## config.mk

```make
export PLATFORM = sky130hd
export DESIGN_NAME = ntt_stage_seq_flat
export DESIGN_NICKNAME = d
export VERILOG_FILES = /design/src/rtl/ntt_pkg.sv /design/src/rtl/ntt_stage_seq_if.sv /design/src/rtl/ntt_addr_gen.sv /design/src/rtl/ntt_stage_seq.sv /design/src/flat_wrapper.sv
export SDC_FILE = /design/constraint.sdc
export NUM_CORES = 1
export LEC_CHECK = 0
export ABC_AREA = 1
export CAP_MARGIN = 20
export CORE_UTILIZATION = 31
export DETAILED_ROUTE_END_ITERATION = 12
export DONT_BUFFER_PORTS = 1
export SLEW_MARGIN = 20
export SYNTH_ARGS = -nofsm -noshare
export SYNTH_HDL_FRONTEND = slang
export SYNTH_HIERARCHICAL = 1
export SYNTH_SLANG_ARGS = --single-unit
```

## constraint.sdc

```tcl
create_clock -name clk -period 2.65 [get_ports clk]
set_clock_uncertainty 0.15 [all_clocks]
set_input_delay 0.3975 -clock clk [delete_from_list [all_inputs] [get_ports clk]]
set_output_delay 0.3975 -clock clk [all_outputs]
set_load 0.01 [all_outputs]
```

## src/rtl/ntt_pkg.sv

```systemverilog
// Shared types and constants for the NTT stage datapath.
// Holds the stage FSM encoding and the butterfly stride helper.
package ntt_pkg;

  localparam int Q        = 257;
  localparam int LOGQ_DEF = 9;
  localparam int LOGN_DEF = 3;

  typedef enum logic [2:0] {
    IDLE,
    READ,
    LOAD,
    PLUS,
    MINUS,
    DONE
  } state_e;

  // Distance between the two operands of a butterfly in stage s.
  function automatic int unsigned pair_stride(input int unsigned s);
    return 32'd1 << s;
  endfunction

endpackage

```

## src/rtl/ntt_stage_seq_if.sv

```systemverilog
// Coefficient RAM, twiddle ROM and PE bus of the NTT stage sequencer.
// master: the sequencer; slave: memories and butterfly PE.
interface ntt_stage_seq_if
  import ntt_pkg::*;
#(
  parameter int LOGQ = LOGQ_DEF,
  parameter int LOGN = LOGN_DEF
);
  logic [LOGN-1:0] coef_raddr_a;
  logic [LOGN-1:0] coef_raddr_b;
  logic [LOGQ-1:0] coef_rdata_a;
  logic [LOGQ-1:0] coef_rdata_b;
  logic [LOGN-2:0] tw_raddr;
  logic [LOGQ-1:0] tw_rdata;
  logic [LOGQ-1:0] pe_a;
  logic [LOGQ-1:0] pe_b;
  logic [LOGQ-1:0] pe_c;
  logic            pe_sub;
  logic [LOGQ-1:0] pe_s;
  logic            coef_we;
  logic [LOGN-1:0] coef_waddr;
  logic [LOGQ-1:0] coef_wdata;

  modport master (
    output coef_raddr_a, coef_raddr_b, tw_raddr,
    output pe_a, pe_b, pe_c, pe_sub,
    output coef_we, coef_waddr, coef_wdata,
    input  coef_rdata_a, coef_rdata_b, tw_rdata, pe_s
  );

  modport slave (
    input  coef_raddr_a, coef_raddr_b, tw_raddr,
    input  pe_a, pe_b, pe_c, pe_sub,
    input  coef_we, coef_waddr, coef_wdata,
    output coef_rdata_a, coef_rdata_b, tw_rdata, pe_s
  );
endinterface

```

## src/rtl/ntt_addr_gen.sv

```systemverilog
// Butterfly address generator for one radix-2 Cooley-Tukey stage.
// Maps butterfly index k and stage s to operand and twiddle addresses.
module ntt_addr_gen
  import ntt_pkg::*;
#(
  parameter int LOGN = LOGN_DEF,
  parameter int SW   = $clog2(LOGN) + 1
) (
  input  logic [LOGN-2:0] k,
  input  logic [SW-1:0]   s,
  output logic [LOGN-1:0] addr_a,
  output logic [LOGN-1:0] addr_b,
  output logic [LOGN-2:0] tw_idx
);

  logic [LOGN-1:0] kx;
  logic [LOGN-1:0] half;
  logic [LOGN-1:0] j;

  always_comb begin
    kx     = {1'b0, k};
    half   = '0;
    j      = '0;
    addr_a = '0;
    addr_b = '0;
    tw_idx = '0;
    if (int'(s) < LOGN) begin
      half   = LOGN'(pair_stride(32'(s)));
      j      = kx & (half - LOGN'(1));
      addr_a = (((kx >> s) << s) << 1) | j;
      addr_b = addr_a | half;
      tw_idx = (LOGN-1)'(j << (LOGN - 1 - int'(s)));
    end
  end

endmodule

```

## src/rtl/ntt_stage_seq.sv

```systemverilog
// Sequencer for one in-place radix-2 NTT stage feeding ntt_pe.
// Each butterfly: READ, LOAD, PLUS (a+bc), MINUS (a-bc).
module ntt_stage_seq
  import ntt_pkg::*;
#(
  parameter int LOGQ = LOGQ_DEF,
  parameter int LOGN = LOGN_DEF,
  parameter int SW   = $clog2(LOGN) + 1
) (
  input  logic          clk,
  input  logic          rst_n,
  input  logic          start,
  input  logic [SW-1:0] stage,
  output logic          busy,
  output logic          done,
  ntt_stage_seq_if.master bus
);

  localparam logic [LOGN-2:0] K_LAST = '1;

  state_e          state_q, state_d;
  logic [LOGN-2:0] k_q, k_d;
  logic [SW-1:0]   stage_q, stage_d;
  logic [LOGN-1:0] ra_q, ra_d;
  logic [LOGN-1:0] rb_q, rb_d;
  logic [LOGN-2:0] tw_q, tw_d;
  logic [LOGQ-1:0] pa_q, pa_d;
  logic [LOGQ-1:0] pb_q, pb_d;
  logic [LOGQ-1:0] pc_q, pc_d;
  logic            sub_q, sub_d;

  logic [LOGN-1:0] gen_a;
  logic [LOGN-1:0] gen_b;
  logic [LOGN-2:0] gen_tw;

  // Addresses are generated for the next butterfly so they are
  // already registered when READ begins.
  ntt_addr_gen #(
    .LOGN (LOGN),
    .SW   (SW)
  ) u_addr_gen (
    .k      (k_d),
    .s      (stage_d),
    .addr_a (gen_a),
    .addr_b (gen_b),
    .tw_idx (gen_tw)
  );

  always_comb begin
    state_d = state_q;
    k_d     = k_q;
    stage_d = stage_q;
    pa_d    = pa_q;
    pb_d    = pb_q;
    pc_d    = pc_q;
    unique case (state_q)
      IDLE: begin
        if (start) begin
          stage_d = stage;
          k_d     = '0;
          state_d = (int'(stage) >= LOGN) ? DONE : READ;
        end
      end
      READ: state_d = LOAD;
      LOAD: begin
        pa_d    = bus.coef_rdata_a;
        pb_d    = bus.coef_rdata_b;
        pc_d    = bus.tw_rdata;
        state_d = PLUS;
      end
      PLUS: state_d = MINUS;
      MINUS: begin
        if (k_q == K_LAST) begin
          state_d = DONE;
        end else begin
          k_d     = k_q + (LOGN-1)'(1);
          state_d = READ;
        end
      end
      DONE:    state_d = IDLE;
      default: state_d = IDLE;
    endcase
    sub_d = (state_d == MINUS);
    ra_d  = (state_d == READ) ? gen_a  : ra_q;
    rb_d  = (state_d == READ) ? gen_b  : rb_q;
    tw_d  = (state_d == READ) ? gen_tw : tw_q;
  end

  always_ff @(posedge clk or negedge rst_n) begin
    if (!rst_n) begin
      state_q <= IDLE;
      k_q     <= '0;
      stage_q <= '0;
      ra_q    <= '0;
      rb_q    <= '0;
      tw_q    <= '0;
      pa_q    <= '0;
      pb_q    <= '0;
      pc_q    <= '0;
      sub_q   <= 1'b0;
    end else begin
      state_q <= state_d;
      k_q     <= k_d;
      stage_q <= stage_d;
      ra_q    <= ra_d;
      rb_q    <= rb_d;
      tw_q    <= tw_d;
      pa_q    <= pa_d;
      pb_q    <= pb_d;
      pc_q    <= pc_d;
      sub_q   <= sub_d;
    end
  end

  assign busy = (state_q == READ) || (state_q == LOAD) ||
                (state_q == PLUS) || (state_q == MINUS);
  assign done = (state_q == DONE);

  assign bus.coef_raddr_a = ra_q;
  assign bus.coef_raddr_b = rb_q;
  assign bus.tw_raddr     = tw_q;
  assign bus.pe_a         = pa_q;
  assign bus.pe_b         = pb_q;
  assign bus.pe_c         = pc_q;
  assign bus.pe_sub       = sub_q;
  assign bus.coef_we      = (state_q == PLUS) || (state_q == MINUS);
  assign bus.coef_waddr   = (state_q == PLUS)  ? ra_q :
                            (state_q == MINUS) ? rb_q : '0;
  assign bus.coef_wdata   = bus.pe_s;

endmodule

```

## src/flat_wrapper.sv

```systemverilog
// flat-port wrapper written by rule: the top's interface ports become plain ports
module ntt_stage_seq_flat import ntt_pkg::*;
#(
  parameter int LOGQ = LOGQ_DEF,
  parameter int LOGN = LOGN_DEF,
  parameter int SW   = $clog2(LOGN) + 1
)
  (clk, rst_n, start, stage, busy, done, bus_coef_raddr_a, bus_coef_raddr_b, bus_tw_raddr, bus_pe_a, bus_pe_b, bus_pe_c, bus_pe_sub, bus_coef_we, bus_coef_waddr, bus_coef_wdata, bus_coef_rdata_a, bus_coef_rdata_b, bus_tw_rdata, bus_pe_s);
  ntt_stage_seq_if #(.LOGQ(LOGQ), .LOGN(LOGN)) bus_i ();
  input  logic clk;
  input  logic rst_n;
  input  logic start;
  input  logic [SW-1:0] stage;
  output logic busy;
  output logic done;
  output wire logic [$bits(bus_i.coef_raddr_a)-1:0] bus_coef_raddr_a;
  output wire logic [$bits(bus_i.coef_raddr_b)-1:0] bus_coef_raddr_b;
  output wire logic [$bits(bus_i.tw_raddr)-1:0] bus_tw_raddr;
  output wire logic [$bits(bus_i.pe_a)-1:0] bus_pe_a;
  output wire logic [$bits(bus_i.pe_b)-1:0] bus_pe_b;
  output wire logic [$bits(bus_i.pe_c)-1:0] bus_pe_c;
  output wire logic [$bits(bus_i.pe_sub)-1:0] bus_pe_sub;
  output wire logic [$bits(bus_i.coef_we)-1:0] bus_coef_we;
  output wire logic [$bits(bus_i.coef_waddr)-1:0] bus_coef_waddr;
  output wire logic [$bits(bus_i.coef_wdata)-1:0] bus_coef_wdata;
  input wire logic [$bits(bus_i.coef_rdata_a)-1:0] bus_coef_rdata_a;
  input wire logic [$bits(bus_i.coef_rdata_b)-1:0] bus_coef_rdata_b;
  input wire logic [$bits(bus_i.tw_rdata)-1:0] bus_tw_rdata;
  input wire logic [$bits(bus_i.pe_s)-1:0] bus_pe_s;
  assign bus_coef_raddr_a = bus_i.coef_raddr_a;
  assign bus_coef_raddr_b = bus_i.coef_raddr_b;
  assign bus_tw_raddr = bus_i.tw_raddr;
  assign bus_pe_a = bus_i.pe_a;
  assign bus_pe_b = bus_i.pe_b;
  assign bus_pe_c = bus_i.pe_c;
  assign bus_pe_sub = bus_i.pe_sub;
  assign bus_coef_we = bus_i.coef_we;
  assign bus_coef_waddr = bus_i.coef_waddr;
  assign bus_coef_wdata = bus_i.coef_wdata;
  assign bus_i.coef_rdata_a = bus_coef_rdata_a;
  assign bus_i.coef_rdata_b = bus_coef_rdata_b;
  assign bus_i.tw_rdata = bus_tw_rdata;
  assign bus_i.pe_s = bus_pe_s;
  ntt_stage_seq #(.LOGQ(LOGQ), .LOGN(LOGN), .SW(SW)) u_core (.clk(clk), .rst_n(rst_n), .start(start), .stage(stage), .busy(busy), .done(done), .bus(bus_i));
endmodule
```

# [Yosys cells after proc, flatten, opt, wreduce, memory -nomap -nowiden]
# Cells that the tools add are included.
[classes] bitwise_logic=3 shift=4 eq_ne=8 muxes=14 reduce_logical=5 order_cmp=2 addsub=3
[ops] operator="$shl 3x32->2" n=1
[ops] operator="$mux 3" n=9
[ops] operator="$pmux 3 s5" n=1
[ops] operator="$eq 3x3->1 const B" n=3
[ops] operator="$eq 3x1->1 const B" n=2
[ops] operator="$eq 3x2->1 const B" n=2
[ops] operator="$mux 2" n=3
[ops] operator="$or 3x3->3" n=2
[ops] operator="$logic_or 1x1->1" n=4
[ops] operator="$pmux 2 s2" n=1
[ops] operator="$sub 2x3->4 const A" n=1
[ops] operator="$and 2x3->3" n=1
[ops] operator="$ge 3x2->1 const B" n=1
[ops] operator="$logic_not 3->1" n=1
[ops] operator="$lt 3x2->1 const B" n=1
[ops] operator="$shl 1x3->3 const A" n=1
[ops] operator="$shl 3x3->2" n=1
[ops] operator="$shr 2x3->3" n=1
[ops] operator="$sub 3x1->3 const B" n=1
[ops] operator="$add 2x1->2 const B" n=1
[ops] operator="$eq 2x2->1 const B" n=1
[word_totals] wordCells=49 out_inout_bits=51 inputBits=42 register_bits=44

# [Logic depth before layout (Yosys ltp)]
# Gate-level depths: netlist (run 1).
[logic_depth] depth_word=8 depth_mapped=16 mapped_depth_nobuf=16

# [Cells and area by module]
# Netlist (run 1), hierarchy kept.
[by_module_without_submodules] mod="ntt_stage_seq" cells_each=150 n_inst=1 area_each_um2=1853.0 seq_area_each_um2=1101.1
[by_module_without_submodules] mod="ntt_addr_gen" cells_each=38 n_inst=1 area_each_um2=210.2 seq_area_each_um2=0.0

# [Worst setup path before layout (run 1)]
# OpenSTA, ideal clock, no wires.
[synth_timing] path_type="reg2reg" start="reg u_core.state_q[1]" end="reg u_core.tw_q[1] (netlist: u_core/bus.tw_raddr[1])" period_less_slack_ns=2.414 path_buffers=0 setup_slack_ns=0.236 stages_incl_launch_ff=16 arrival_time_ns=2.147 cell_sequence="dfrtp_1 -> nor2_2 -> nand2_2 -> nor2_4 -> inv_2 -> o21ai_1 -> inv_1 -> ha_1 -> inv_1 -> nand3_1 -> nand3_2 -> nor2_1 -> nor2_1 -> nor2_2 -> nand4_1 -> nand2_1"
[synth_via] elab_chain_cells=7 word_cells_on_any_way=17 cone_classes="add/sub (2); order compare (1); eq/ne (5); shift (2); mux (5); bitwise (1); reduce/logical (1)"
[synth_lines] element="from (decl)" line_no="ntt_stage_seq.sv:21" text="state_e state_q, state_d;"
[synth_lines] element="from (signal assigned)" line_no="ntt_stage_seq.sv:102" text="state_q <= state_d;"
[synth_lines] element="$logic_not 3->1 (*)" line_no="ntt_stage_seq.sv:56" text="unique case (state_q)"
[synth_lines] element="$mux 3 (*)" line_no="ntt_stage_seq.sv:56"
[synth_lines] element="named net u_core.stage_d[0]" line_no="ntt_stage_seq.sv:23" text="logic [SW-1:0] stage_q, stage_d;"
[synth_lines] element="$shl 1x3->3" line_no="ntt_pkg.sv:20" text="return 32'd1 << s;"
[synth_lines] element="$sub 3x1->3" line_no="ntt_addr_gen.sv:29" text="j = kx & (half - LOGN'(1));"
[synth_lines] element="$and 2x3->3" line_no="ntt_addr_gen.sv:29"
[synth_lines] element="$shl 3x32->2" line_no="ntt_addr_gen.sv:32" text="tw_idx = (LOGN-1)'(j << (LOGN - 1 - int'(s)));"
[synth_lines] element="$mux 2 (*)" line_no="ntt_addr_gen.sv:27" text="if (int'(s) < LOGN) begin"
[synth_lines] element="named net u_core.gen_tw[1]" line_no="ntt_stage_seq.sv:34" text="logic [LOGN-2:0] gen_tw;"
[synth_lines] element="to (signal assigned)" line_no="ntt_stage_seq.sv:107" text="tw_q <= tw_d;"
[synth_lines] element="to (decl)" line_no="ntt_stage_seq.sv:26" text="logic [LOGN-2:0] tw_q, tw_d;"
# The timed path passes the listed nets; every way through them passes the cells marked *.
# A chain may end at the register's enable or synchronous reset.

# [Worst setup path in the final report (run 1)]
# Same ends and word-level chain as after synthesis.

==> results of run 1 <==
per-stage QoR:
stage,total power [W],std cells
2_1_floorplan,0.00218,188
6_report,0.00296,267
5_1_grt,0.00320,267
3_3_place_gp,0.00240,257
4_1_cts,0.00300,267
3_5_place_dp,0.00243,257
timing repair:
action	CTS	global route
hold buffers	2	0
endpoints found under the setup margin	0	2
resized for setup	0	1
hold endpoints to repair	44	0
flip-flops by register name (all words and copies together), names as in the netlist:
| name | flops |
|---|---|
| u_core/bus.coef_raddr_a | 3 |
| u_core/bus.coef_raddr_b | 3 |
| u_core/bus.pe_a | 9 |
| u_core/bus.pe_b | 9 |
| u_core/bus.pe_c | 9 |
| u_core/bus.pe_sub | 1 |
| u_core/bus.tw_raddr | 2 |
| u_core/k_q | 2 |
| u_core/stage_q | 3 |
| u_core/state_q | 3 |
per-layer routing:
layer | global-route usage | part of all wire
met1 | 0.131 | 0.43
met2 | 0.186 | 0.47
met5 | 0 | 0
met3 | 0.0465 | 0.093
met4 | 0.0324 | 0.0062
worst min-delay path by stage:
stage	startpoint	slack [ns]	cells after the start	end
6_report	bus_tw_rdata[7]	0.08	1	u_core/bus.pe_c[7]$_DFFE_PN0N_
5_1_grt	bus_coef_rdata_b[2]	0.06	1	u_core/bus.pe_b[2]$_DFFE_PN0N_
4_1_cts	bus_tw_rdata[7]	0.07	1	u_core/bus.pe_c[7]$_DFFE_PN0N_
3_5_place_dp	rst_n	-0.05	0	u_core/bus.pe_b[8]$_DFFE_PN0N_
3_3_place_gp	rst_n	-0.05	0	u_core/bus.pe_b[8]$_DFFE_PN0N_
2_1_floorplan	rst_n	-0.05	0	u_core/bus.coef_raddr_a[0]$_DFFE_PN0N_
cells by family after synthesis:
group | share of synthesized area
flops | 0.534
simple gates | 0.183
compound gates | 0.0376
fa+ha+maj | 0.0243
mux | 0.147
buf+inv | 0.0746
report_power, final:
group / internal (W) / switching, W / leakage, nW
Sequential: 0.000993 / 0.000337 / 0.539
Combinational: 0.000451 / 0.000639 / 0.487
Clock: 0.000308 / 0.000227 / 0.0614
Total: 0.00175 / 0.00120 / 1.09
worst max-delay path, stage by stage (launching register included):
cell,delay [ns]
dfrtp_1,0.44
nor2_2,0.17
nand2_2,0.11
nor2_4,0.14
inv_2,0.08
o21ai_2,0.20
inv_1,0.09
ha_1,0.22
inv_1,0.08
o21ai_1,0.09
o21ai_1,0.16
nand2_1,0.07
nor2_2,0.10
nand4_1,0.09
nand2_1,0.07
layout make-up:
| type | instances | area, sq um |
|---|---|---|
| Fill cell | 614 | 4120 |
| Sequential cell | 44 | 1100 |
| Multi-Input combinational cell | 115 | 812 |
| Tap cell | 77 | 96.3 |
| Clock buffer | 6 | 82.6 |
| Timing Repair Buffer | 6 | 67.6 |
| Inverter | 17 | 63.8 |
| Clock inverter | 2 | 38.8 |
cells in the final DEF (no fill, tap or decap), types with 3 or more instances in the layout:
| cell | count |
|---|---|
| inv_2 | 5 |
| buf_4 | 4 |
| ha_1 | 4 |
| nor2_1 | 10 |
| a22o_1 | 3 |
| a21oi_1 | 3 |
| mux2_1 | 27 |
| inv_1 | 12 |
| dfrtp_1 | 44 |
| clkbuf_8 | 6 |
| o21ai_1 | 5 |
| nand2_1 | 30 |
| nand4_1 | 9 |
| nand2_2 | 5 |
| nand3_1 | 5 |
==> impl_metrics.csv, run 1 <==
group,metric,value,unit
synthesis,async_flop_share,1.00,
worst_setup_path,path_class,"reg -> reg",
floorplanning,rows,29,
detailed_routing,routed_via_density,4.91,
power_and_ir_drop,power.leakage,1.09,nW
global_routing,first_global_vias,1301,
clock_tree,max-clock-path-buffers,2,
detailed_routing,drt_first_iter_violations,31,
floorplanning,chipHeight,83.6,um
cells_and_area,utilization,0.354,
synthesis,synth_area_per_cell,11.0,sq um
floorplanning,die_area,6990,sq um
cells_and_area,fin_area,2260,sq um
synthesis,synth_area,2060,sq um
synthesis,ys_top_cells_by_area,"dfrtp_1 (53%), mux2_1 (15%), nand2_1 (5.5%), buf_4 (4.4%), nand4_1 (2.7%)",
timing,setup_viol,0,
timing,fmax,0.429,GHz
global_routing,grt-ovfl-total,0,
power_and_ir_drop,power.density,1310,nW/um^2
worst_setup_path,timing.rr.end,"u_core/bus.tw_raddr[1]$_DFFE_PN0N_",
synthesis,syn_inst,188,
detailed_routing,routed_wl,3710,um
cells_and_area,drive_above_1_share,0.174,
detailed_routing,antenna_left,0,
floorplanning,ios,93,
cells_and_area,n_antenna_cell,0,
power_and_ir_drop,vdd_ir_drop_max,0.683,mV
clock_tree,numCtsBuffers,5,
clock_tree,clkTransAtPathRegs,0.08,ns
floorplanning,core_area,6390,sq um
synthesis,synth_ff_type,"dfrtp_1",
clock_tree,cts_root_buf,"clkbuf_8",
worst_setup_path,critPathMaxFanout,6,
detailed_routing,dr.pass1.iters,4,
synthesis,yosys_warnings,6,
timing,rsz0062_at_grt,"no",
timing,final_hold_viol_count,0,
timing,finalSetupTns,0,ns
timing,holdWs,0.0827,ns
timing,drv_slew,0,
timing,worst_slew_pin_slew,0.450,ns
synthesis,yosysSeqAreaShare,0.534,
worst_setup_path,reg2reg_slack,0.32,ns
flow_run,max_cap_viol_count,0,
detailed_routing,wl_per_cell,13.9,um
placement,pre_cts_slack,0.227,ns
placement,gp_congestion,0.807,
cells_and_area,num-nets-final,235,
detailed_routing,drcViolationCount,0,
global_routing,antenna_found_initial,0,
timing,fin_crit,2.33,ns
synthesis,yosys-top-cells-count,"dfrtp_1 (44), nand2_1 (30), mux2_1 (27)",
global_routing,grt_pass1_wl,6180,um
synthesis,yosysMostFrequentCell,"dfrtp_1",
worst_setup_path,start_kind,"register",
synthesis,synth_top_area_share,0.534,
timing,period_share,0.880,
worst_setup_path,cp.required,2.73,ns
clock_tree,clock_latency,0.29,ns
synthesis,syn_nets,234,
global_routing,grt_max_degree,45,
floorplanning,die_w,83.6,um
detailed_routing,via_count,1310,
synthesis,synth-edff-count,0,
worst_setup_path,crit_start,"u_core/state_q[1]$_DFF_PN0_",
worst_setup_path,crit_arrival,2.41,ns
cells_and_area,syn2layout_area_growth,9.64,%
placement,place_area,2100,sq um
global_routing,grt_usage,0.112,
synthesis,ys_types,24,
timing,maxSlewHeadroom,0.698,
floorplanning,initial_utilization,0.323,
worst_setup_path,rr_startpoint,"u_core/state_q[1]$_DFF_PN0_",
clock_tree,h-tree-depth,2,
synthesis,synth-seq-cells,44,
worst_setup_path,end_kind,"register",
placement,portBuffers,0,
worst_setup_path,reg2reg_depth,14,
synthesis,yosysTopAreaCell,"dfrtp_1",
timing,setup_slack,0.318,ns
clock_tree,cts_tree,"done",
placement,dp_hpwl,2710,um
min_path,hp-class,"in -> reg",
clock_tree,clock-sinks,44,
run_status,status,"completed",
worst_setup_path,endpoint,"u_core/bus.tw_raddr[1]$_DFFE_PN0N_",
clock_tree,post-cts-setup-buffer-count,0,
No activity file was read; power rests on OpenSTA's default activity.
==> run 2, diff against run 1 <==
--- a/config.mk
+++ b/config.mk
@@ -6,7 +6,6 @@
 export NUM_CORES = 1
 export LEC_CHECK = 0
 export ABC_AREA = 1
-export CAP_MARGIN = 20
 export CORE_UTILIZATION = 31
 export DETAILED_ROUTE_END_ITERATION = 12
 export DONT_BUFFER_PORTS = 1
==> results of run 2 <==
Same layout as run 1: the final DEF is identical, and so are final timing and power.
==> run 3, diff against run 2 <==
--- a/config.mk
+++ b/config.mk
@@ -6,6 +6,7 @@
 export NUM_CORES = 1
 export LEC_CHECK = 0
 export ABC_AREA = 1
+export CORE_ASPECT_RATIO = 0.75
 export CORE_UTILIZATION = 31
 export DETAILED_ROUTE_END_ITERATION = 12
 export DONT_BUFFER_PORTS = 1
==> constraint.sdc (replaced) <==
create_clock -name clk -period 2.5 [get_ports clk]
set_clock_uncertainty 0.15 [all_clocks]
set_input_delay 0.375 -clock clk [delete_from_list [all_inputs] [get_ports clk]]
set_output_delay 0.375 -clock clk [all_outputs]
set_load 0.01 [all_outputs]
==> run 3 against run 2 <==
  * Clock power is 15% lower
  * Die area hardly changed
  * Non-clock buffer count is 2 higher
  * Cell area is 0.11% lower
  * Fmax is 0.26% higher
  * Sequential share of layout area is 0.11 points higher
  * Register-to-register slack worse by 0.14 ns
  * Utilization is 0.16 points higher
  * Clock-buffer cell count is 1 higher
  * Flip-flop and latch count stayed put
  * Final cell count is 2.2% higher
  * Critical path depth stayed put
  * Largest cell class unchanged
  * Largest power group unchanged
  * Highest routed layer unchanged
==> impl_metrics.csv, run 3 (synthesis results as in run 1) <==
group,metric,value,unit
worst_setup_path,crit_arrival,2.41,ns
run_status,status,"completed",
worst_setup_path,reg2reg_depth,14,
timing,setup_viol,0,
cells_and_area,final_cell_mix,"dfrtp_1 (43), nand2_1 (30), mux2_1 (27)",
placement,portBuffers,0,
global_routing,first_global_vias,1243,
cells_and_area,fin_area,2260,sq um
timing,final_hold_viol_count,0,
detailed_routing,routed_wl,3800,um
global_routing,grt_max_degree,45,
cells_and_area,num-nets-final,237,
timing,drv_slew,0,
clock_tree,max-clock-path-buffers,2,
detailed_routing,drt_first_iter_violations,50,
power_and_ir_drop,power.leakage,1.08,nW
worst_setup_path,critical_path.max_stage_delay,0.44,ns
detailed_routing,antenna_left,0,
worst_setup_path,reg2reg_slack,0.17,ns
timing,worst_slew_pin_slew,0.542,ns
power_and_ir_drop,power.density,1350,nW/um^2
worst_setup_path,crit_start,"u_core/state_q[1]$_DFF_PN0_",
clock_tree,clkTransAtPathRegs,0.09,ns
worst_setup_path,cp_num_cells,14,
detailed_routing,dr.pass1.iters,4,
placement,pre_cts_slack,0.174,ns
floorplanning,core_area,6350,sq um
detailed_routing,drcViolationCount,0,
worst_setup_path,rr_startpoint,"u_core/state_q[1]$_DFF_PN0_",
power_and_ir_drop,vdd_ir_drop_max,0.372,mV
worst_setup_path,start_kind,"register",
global_routing,antenna_found_initial,0,
clock_tree,h-tree-depth,2,
global_routing,grt-ovfl-total,0,
clock_tree,cts_root_buf,"clkbuf_8",
worst_setup_path,critPathMaxFanout,7,
worst_setup_path,timing.critical_path.mode_cell,"nand2_1",
placement,gp_congestion,0.742,
placement,dp_hpwl,2770,um
global_routing,grt_pass1_wl,6000,um
worst_setup_path,endpoint,"u_core/bus.tw_raddr[1]$_DFFE_PN0N_",
worst_setup_path,timing.rr.end,"u_core/bus.tw_raddr[1]$_DFFE_PN0N_",
min_path,hp-class,"in -> reg",
min_path,hp-start,"bus_tw_rdata[2]",
clock_tree,numCtsBuffers,5,
worst_setup_path,crit_family,"simple AND/OR/NAND/NOR gates",
floorplanning,ios,93,
clock_tree,clock_latency,0.29,ns
timing,fmax,0.430,GHz
floorplanning,die_area,6990,sq um
timing,maxSlewHeadroom,0.636,
timing,fin_crit,2.33,ns
detailed_routing,routed_via_density,4.81,
floorplanning,rows,25,
floorplanning,die_w,96.2,um
detailed_routing,wl_per_cell,13.9,um
worst_setup_path,crit_buf_inv,2,
timing,period_share,0.931,
cells_and_area,n_antenna_cell,0,
timing,setup_slack,0.174,ns
cells_and_area,drive_above_1_share,0.188,
cells_and_area,mostFrequentLayoutCell,"dfrtp_1",
flow_run,max_cap_viol_count,0,
floorplanning,chipHeight,72.7,um
global_routing,grt_usage,0.113,
clock_tree,cts_tree,"done",
placement,place_area,2100,sq um
floorplanning,initial_utilization,0.325,
clock_tree,clock-sinks,44,
worst_setup_path,path_class,"reg -> reg",
cells_and_area,syn2layout_area_growth,9.52,%
worst_setup_path,cp_slowest_cell,"dfrtp_2",
worst_setup_path,cp.required,2.59,ns
worst_setup_path,end_kind,"register",
worst_setup_path,crit_chain,"nor2_2 -> nand2_2 -> nor2_4 -> inv_2 -> nand2_1 -> o21ai_2 -> buf_4 -> ha_1 -> nand3b_2 -> o21ai_1 -> nand2_1 -> nor2_2 -> nand4_1 -> nand2_1",
detailed_routing,via_count,1312,
==> run 3: cell types whose count changed in the layout (fill, tap and decap cells not counted), sizes merged <==
cell      delta
buf          +2
bufinv       -1
clkbuf       +1
clkinvlp     +1
clkinv       -1
==> run 3: where the power goes <==
group          internal, W  switching (W)  leakage, nW  total (W)
registers          0.00105       0.000360        0.538    0.00141
clock network     0.000225       0.000233       0.0445   0.000457
logic             0.000496       0.000677        0.497    0.00117
==> run 3: final cells by class <==
class / count / area (sq um)
timing repair buffer: 8 / 82.6
fill: 647 / 4090
multi-input combinational: 115 / 816
tap: 81 / 101
clock buffer: 7 / 86.3
clock inverter: 1 / 7.51
inverter: 17 / 63.8
sequential: 44 / 1100
==> run 3: per-stage QoR <==
step                       TNS, ns  std cells  total power (W)  utilization  hold WS, ns
after global placement           0        261          0.00255        0.331      -0.0698
after floorplan                  0        188          0.00231            -      -0.0706
after CTS                        0        271          0.00308        0.352       0.0502
after global routing      -0.00600        273          0.00334        0.356       0.0428
after detailed placement         0        261          0.00257        0.331      -0.0696
final                            0        273          0.00304        0.356       0.0638
==> run 3: routing by layer <==
metal,global-route usage,vias to the layer above,routed length (um)
met5,0,-,0
met4,0.0282,0,4
met3,0.0427,2,289
met2,0.174,45,1780
met1,0.150,633,1730
li1,-,632,-
==> run 3: timing repair <==
action / CTS / global route
resized for setup: 0 / 3
hold endpoints to repair: 44 / 0
endpoints found under the setup margin: 0 / 3
hold buffers: 2 / 0
buffers inserted: 0 / 2
==> run 3: how the worst min path moves through the flow <==
stage / to / cells after the start / slack, ns
floorplan: u_core/bus.coef_raddr_a[0]$_DFFE_PN0N_ / 0 / -0.07
CTS: u_core/bus.pe_c[2]$_DFFE_PN0N_ / 1 / 0.05
finish: u_core/bus.pe_c[2]$_DFFE_PN0N_ / 1 / 0.06
global placement: u_core/bus.pe_b[8]$_DFFE_PN0N_ / 0 / -0.07
global route: u_core/bus.pe_a[4]$_DFFE_PN0N_ / 1 / 0.04
detailed placement: u_core/bus.pe_c[0]$_DFFE_PN0N_ / 0 / -0.07
==> run 3: worst register-to-register path, stage by stage (launching register included) <==
cell and delay, ns:
dfrtp_2 0.44, nor2_2 0.16, nand2_2 0.12, nor2_4 0.15, inv_2 0.08, nand2_1 0.07, o21ai_2 0.06, buf_4 0.16
ha_1 0.20, nand3b_2 0.22, o21ai_1 0.13, nand2_1 0.07, nor2_2 0.10, nand4_1 0.09, nand2_1 0.07
==> edit 1 (config.mk and constraints of run 3) <==
`LOGQ_DEF`: 9 -> 8.
--- a/src/rtl/ntt_pkg.sv
+++ b/src/rtl/ntt_pkg.sv
@@ -3,7 +3,7 @@
 package ntt_pkg;
 
   localparam int Q        = 257;
-  localparam int LOGQ_DEF = 9;
+  localparam int LOGQ_DEF = 8;
   localparam int LOGN_DEF = 3;
 
   typedef enum logic [2:0] {
Ports: changed (8 resized); port bits go from 93 to 85. No check against the original RTL was run, so the function may have changed too.
==> edit 1 against run 3 <==
- final cell count fell by 1.8%
- cell area shrank 3.2%
- total power shrank 0.52%
- sequential cell count is 3 lower
- via count fell by 4.0%
- first-iteration DRC count rose by 8.0%
- synthesized area fell by 2.0%
- routed wire length is 0.55% higher
- clock power down 9.8%
- setup slack better by 0.073 ns
- combinational power is 12% higher
==> edit 1: results (changes against run 3) <==
Hold Path Sink u_core/bus.pe_a[5]$_DFFE_PN0N_; max_slew headroom 67.5% (+3.9 points); met3 Use GR 4.61% (+0.34 points); fraction of area in multi-input gates 39.1% (+2.9 points); sequential power 1.31 mW (-7%); GR Util met1 14.9% (-0.063 points); area post-placement 0.00207 mm² (-1.6%); area taken by multi-input logic gates 855 µm² (+4.8%); pin count of the biggest net entering global routing 42 (-6.7%); fraction of final layout cells sized beyond drive strength 1 27.3% (+8.5 points); met2 Use GR 17.5% (+0.12 points); total power 3.03 mW (-0.52%); worst-path maximum fanout 6 (-1); vias in the first global route 1219 (-1.9%); worst r2r src u_core/state_q[1]$_DFF_PN0_; hold slack 0.0835 ns (+0.0197 ns); mux cell area share after synthesis 16.5% (+1.8 points); WL met2 1680 µm (-5.5%); Placer Congestion 0.837 (+13%); pre-CTS WS 0.162 ns (-0.0118 ns); Non-Clock Buffer Count 6 (-2); flip-flop and latch count 41 (-6.8%); Reg2Reg Capture Point u_core/bus.tw_raddr[1]$_DFFE_PN0N_; Vias/cell 4.70 (-2.2%); non-clk buf share 2.74% (-0.91 points); sequential share of the synthesized area 50.7% (-2.6 points); syn_area_per_cell 11.0 µm² (+0.68%); Post-Place Cells 258 (-1.1%); worst vdd ir 0.416 mV (+12%); drt wl/cell 14.3 µm (+2.4%); first-pass GRT wire length 5840 µm (-2.8%); Area contributors post-synth dfrtp_1, mux2_4, nand2_1; P_clk 412 µW (-9.8%); clk cell area share 3.77% (-0.38 points); HPWL after DPL 2730 µm (-1.5%); Worst Hold Launch bus_coef_rdata_a[5]; CLK BUF 6 (-1); Global Route Usage Sum 11.4% (+0.11 points); R2R Setup Slk 0.25 ns (+0.07 ns); Fill cells 613 (-5.3%); vias after detailed routing 1260 (-4.0%); CTS Buf Count 5 (unchanged); Adder-Cell Fraction of Synth Area 2.48% (+0.050 points); detailed router's first-iteration violation count 54 (+8.0%); slowest CP cell dfrtp_1; most frequent cells after synthesis dfrtp_1, nand2_1, mux2_4, inv_1, nor2_1; Compound-Gate Fraction of Synth Area 3.03% (-0.73 points); met1 WL 1800 µm (+4.3%); max incr delay on CP 0.47 ns (+0.03 ns); synthesized area 0.00202 mm² (-2.0%); synth unique cells 26 (+8.3%); outcome complete, no violations; CP arrival 2.33 ns (-0.08 ns)
[edit 1: kinds of logic (layout without fill, tap and decap cells)]
kind of cell	count (synthesis)	after routing
AO/OA/AOI/OAI	10	10
AND/OR/NAND/NOR	77	77
flip-flops	41	41
adder cells (fa/ha/maj)	4	4
multiplexers	24	24
buffers and inverters	27	31
[edit 1: worst max-delay path by stage]
| stage | endpoint | slack [ns] | cells after the start |
|---|---|---|---|
| after global routing | u_core/bus.tw_raddr[1]$_DFFE_PN0N_ | 0.01 | 14 |
| final | u_core/bus.tw_raddr[1]$_DFFE_PN0N_ | 0.25 | 14 |
| after floorplan | u_core/bus.tw_raddr[1]$_DFFE_PN0N_ | 0.26 | 14 |
| after CTS | u_core/bus.tw_raddr[1]$_DFFE_PN0N_ | 0.13 | 14 |
| after global placement | u_core/bus.tw_raddr[0]$_DFFE_PN0N_ | 0.16 | 12 |
| after detailed placement | u_core/bus.tw_raddr[1]$_DFFE_PN0N_ | 0.16 | 14 |
==> edit 2 (config.mk and constraints of run 3) <==
Made on the original files. The 6 states of `state_e` get a one-hot encoding in 6 bits.
--- a/src/rtl/ntt_pkg.sv
+++ b/src/rtl/ntt_pkg.sv
@@ -6,13 +6,13 @@
   localparam int LOGQ_DEF = 9;
   localparam int LOGN_DEF = 3;
 
-  typedef enum logic [2:0] {
-    IDLE,
-    READ,
-    LOAD,
-    PLUS,
-    MINUS,
-    DONE
+  typedef enum logic [5:0] {
+    IDLE  = 6'b000001,
+    READ  = 6'b000010,
+    LOAD  = 6'b000100,
+    PLUS  = 6'b001000,
+    MINUS = 6'b010000,
+    DONE  = 6'b100000
   } state_e;
 
   // Distance between the two operands of a butterfly in stage s.
Behaviour: no difference found for any inputs over 10 cycles, from zero or initial values and one cycle with rst_n low; not proved beyond that.
==> edit 2 against run 3 <==
- routed wire length up 32%
- total power up 0.82%
- fmax down 0.58%
- largest cell class unchanged
- synthesized area up 11%
- critical path depth up 3
- setup slack worse by 0.014 ns
- sequential cell count up 3
- final cell count up 37%
- cell area up 11%
==> edit 2: results (changes against run 3) <==
outcome complete, no violations; Inverters 24 (+7); clk cell area share 5.27% (+1.1 points); Clk pin slew, worst setup/hold paths 0.09 ns (about the same); syn nets 323 (+38%); Adder-Cell Fraction of Synth Area 2.18% (-0.24 points); Global Route Usage Sum 13.6% (+2.3 points); Placer Congestion 0.866 (+17%); area post-placement 0.00233 mm² (+11%); fraction of final layout cells sized beyond drive strength 1 15.5% (-3.2 points); drt wl/cell 13.4 µm (-3.6%); pin count of the biggest net entering global routing 48 (+6.7%); sequential power share 46.3% (-0.2 points); Static Leakage 1.29 nW (+20%); mux cell area share after synthesis 0% (-15 points); worst vdd ir 0.375 mV (+0.96%); Hold Path Sink u_core/bus.pe_c[6]$_DFFE_PN0P_; hold slack 0.0372 ns (-0.0266 ns); non-clk buf share 2.69% (-0.97 points); Post-Place Cells 364 (+39%); pre-CTS WS 0.0638 ns (-0.110 ns); R2R depth 17 (+3); CLK BUF 6 (-1); Multi-In Gates 192 (+67%); max incr delay on CP 0.55 ns (+0.11 ns); worst-path maximum fanout 6 (-1); PnR worst setup slack 0.160 ns (-0.0136 ns); Area contributors post-synth dfrtp_1, nand2_1, buf_4; sequential share of the synthesized area 51.3% (-2.1 points); Worst Hold Launch bus_tw_rdata[6]; vias in the first global route 1608 (+29%); fraction of area in multi-input gates 36.8% (+0.70 points); combinational power 997 µW (-15%); combinational share of power 32.5% (-6.0 points); Storage cell area 0.00118 mm² (+6.8%); Syn Inst Count 277 (+47%); first-pass GRT wire length 8050 µm (+34%); HPWL after DPL 3570 µm (+29%); Compound-Gate Fraction of Synth Area 2.29% (-1.5 points); NetSw 1.24 mW (-2.4%); fin cells 375 (+37%); Critical path origin u_core/state_q[0]$_DFF_PN1_; Fill cells 716 (+11%); Non-Clock Buffer Count 6 (-2); Slew @ Worst Pin 0.465 ns (-0.0770 ns); Vias/cell 4.47 (-7.1%); area taken by multi-input logic gates 926 µm² (+13%)
## edit 2: cell types whose count changed after synthesis, moves of 3 or more
cell,before,now
mux2_1,27,0
nand3_1,5,15
nor2_1,10,13
a22o_1,3,0
nand2_1,30,132
nand2_2,5,2
inv_1,12,18
nand4_1,9,0
nor2_4,1,4
## edit 2: cells by family (layout without fill, tap and decap cells)
family | after synthesis | after routing
AOI/OAI and AO/OA | 8 | 8
adders and majority gates | 4 | 4
buffers and inverters | 38 | 38
DFF | 47 | 47
and+or+nand+nor | 180 | 180
## edit 2: repair_timing
item | 4_1_cts | 5_1_grt
gates resized for setup | 0 | 5
endpoints found under the hold margin | 47 | 0
hold buffers | 2 | 0
endpoints found under the setup margin | 0 | 5
buffers inserted | 0 | 1
## edit 2: metal layers
layer	wire length (µm)	up-vias	global-route usage (%)
met4	34	0	4.20
met2	2240	51	20.1
met1	2380	787	18.4
met5	0	-	0
li1	-	835	-
met3	376	2	5.05
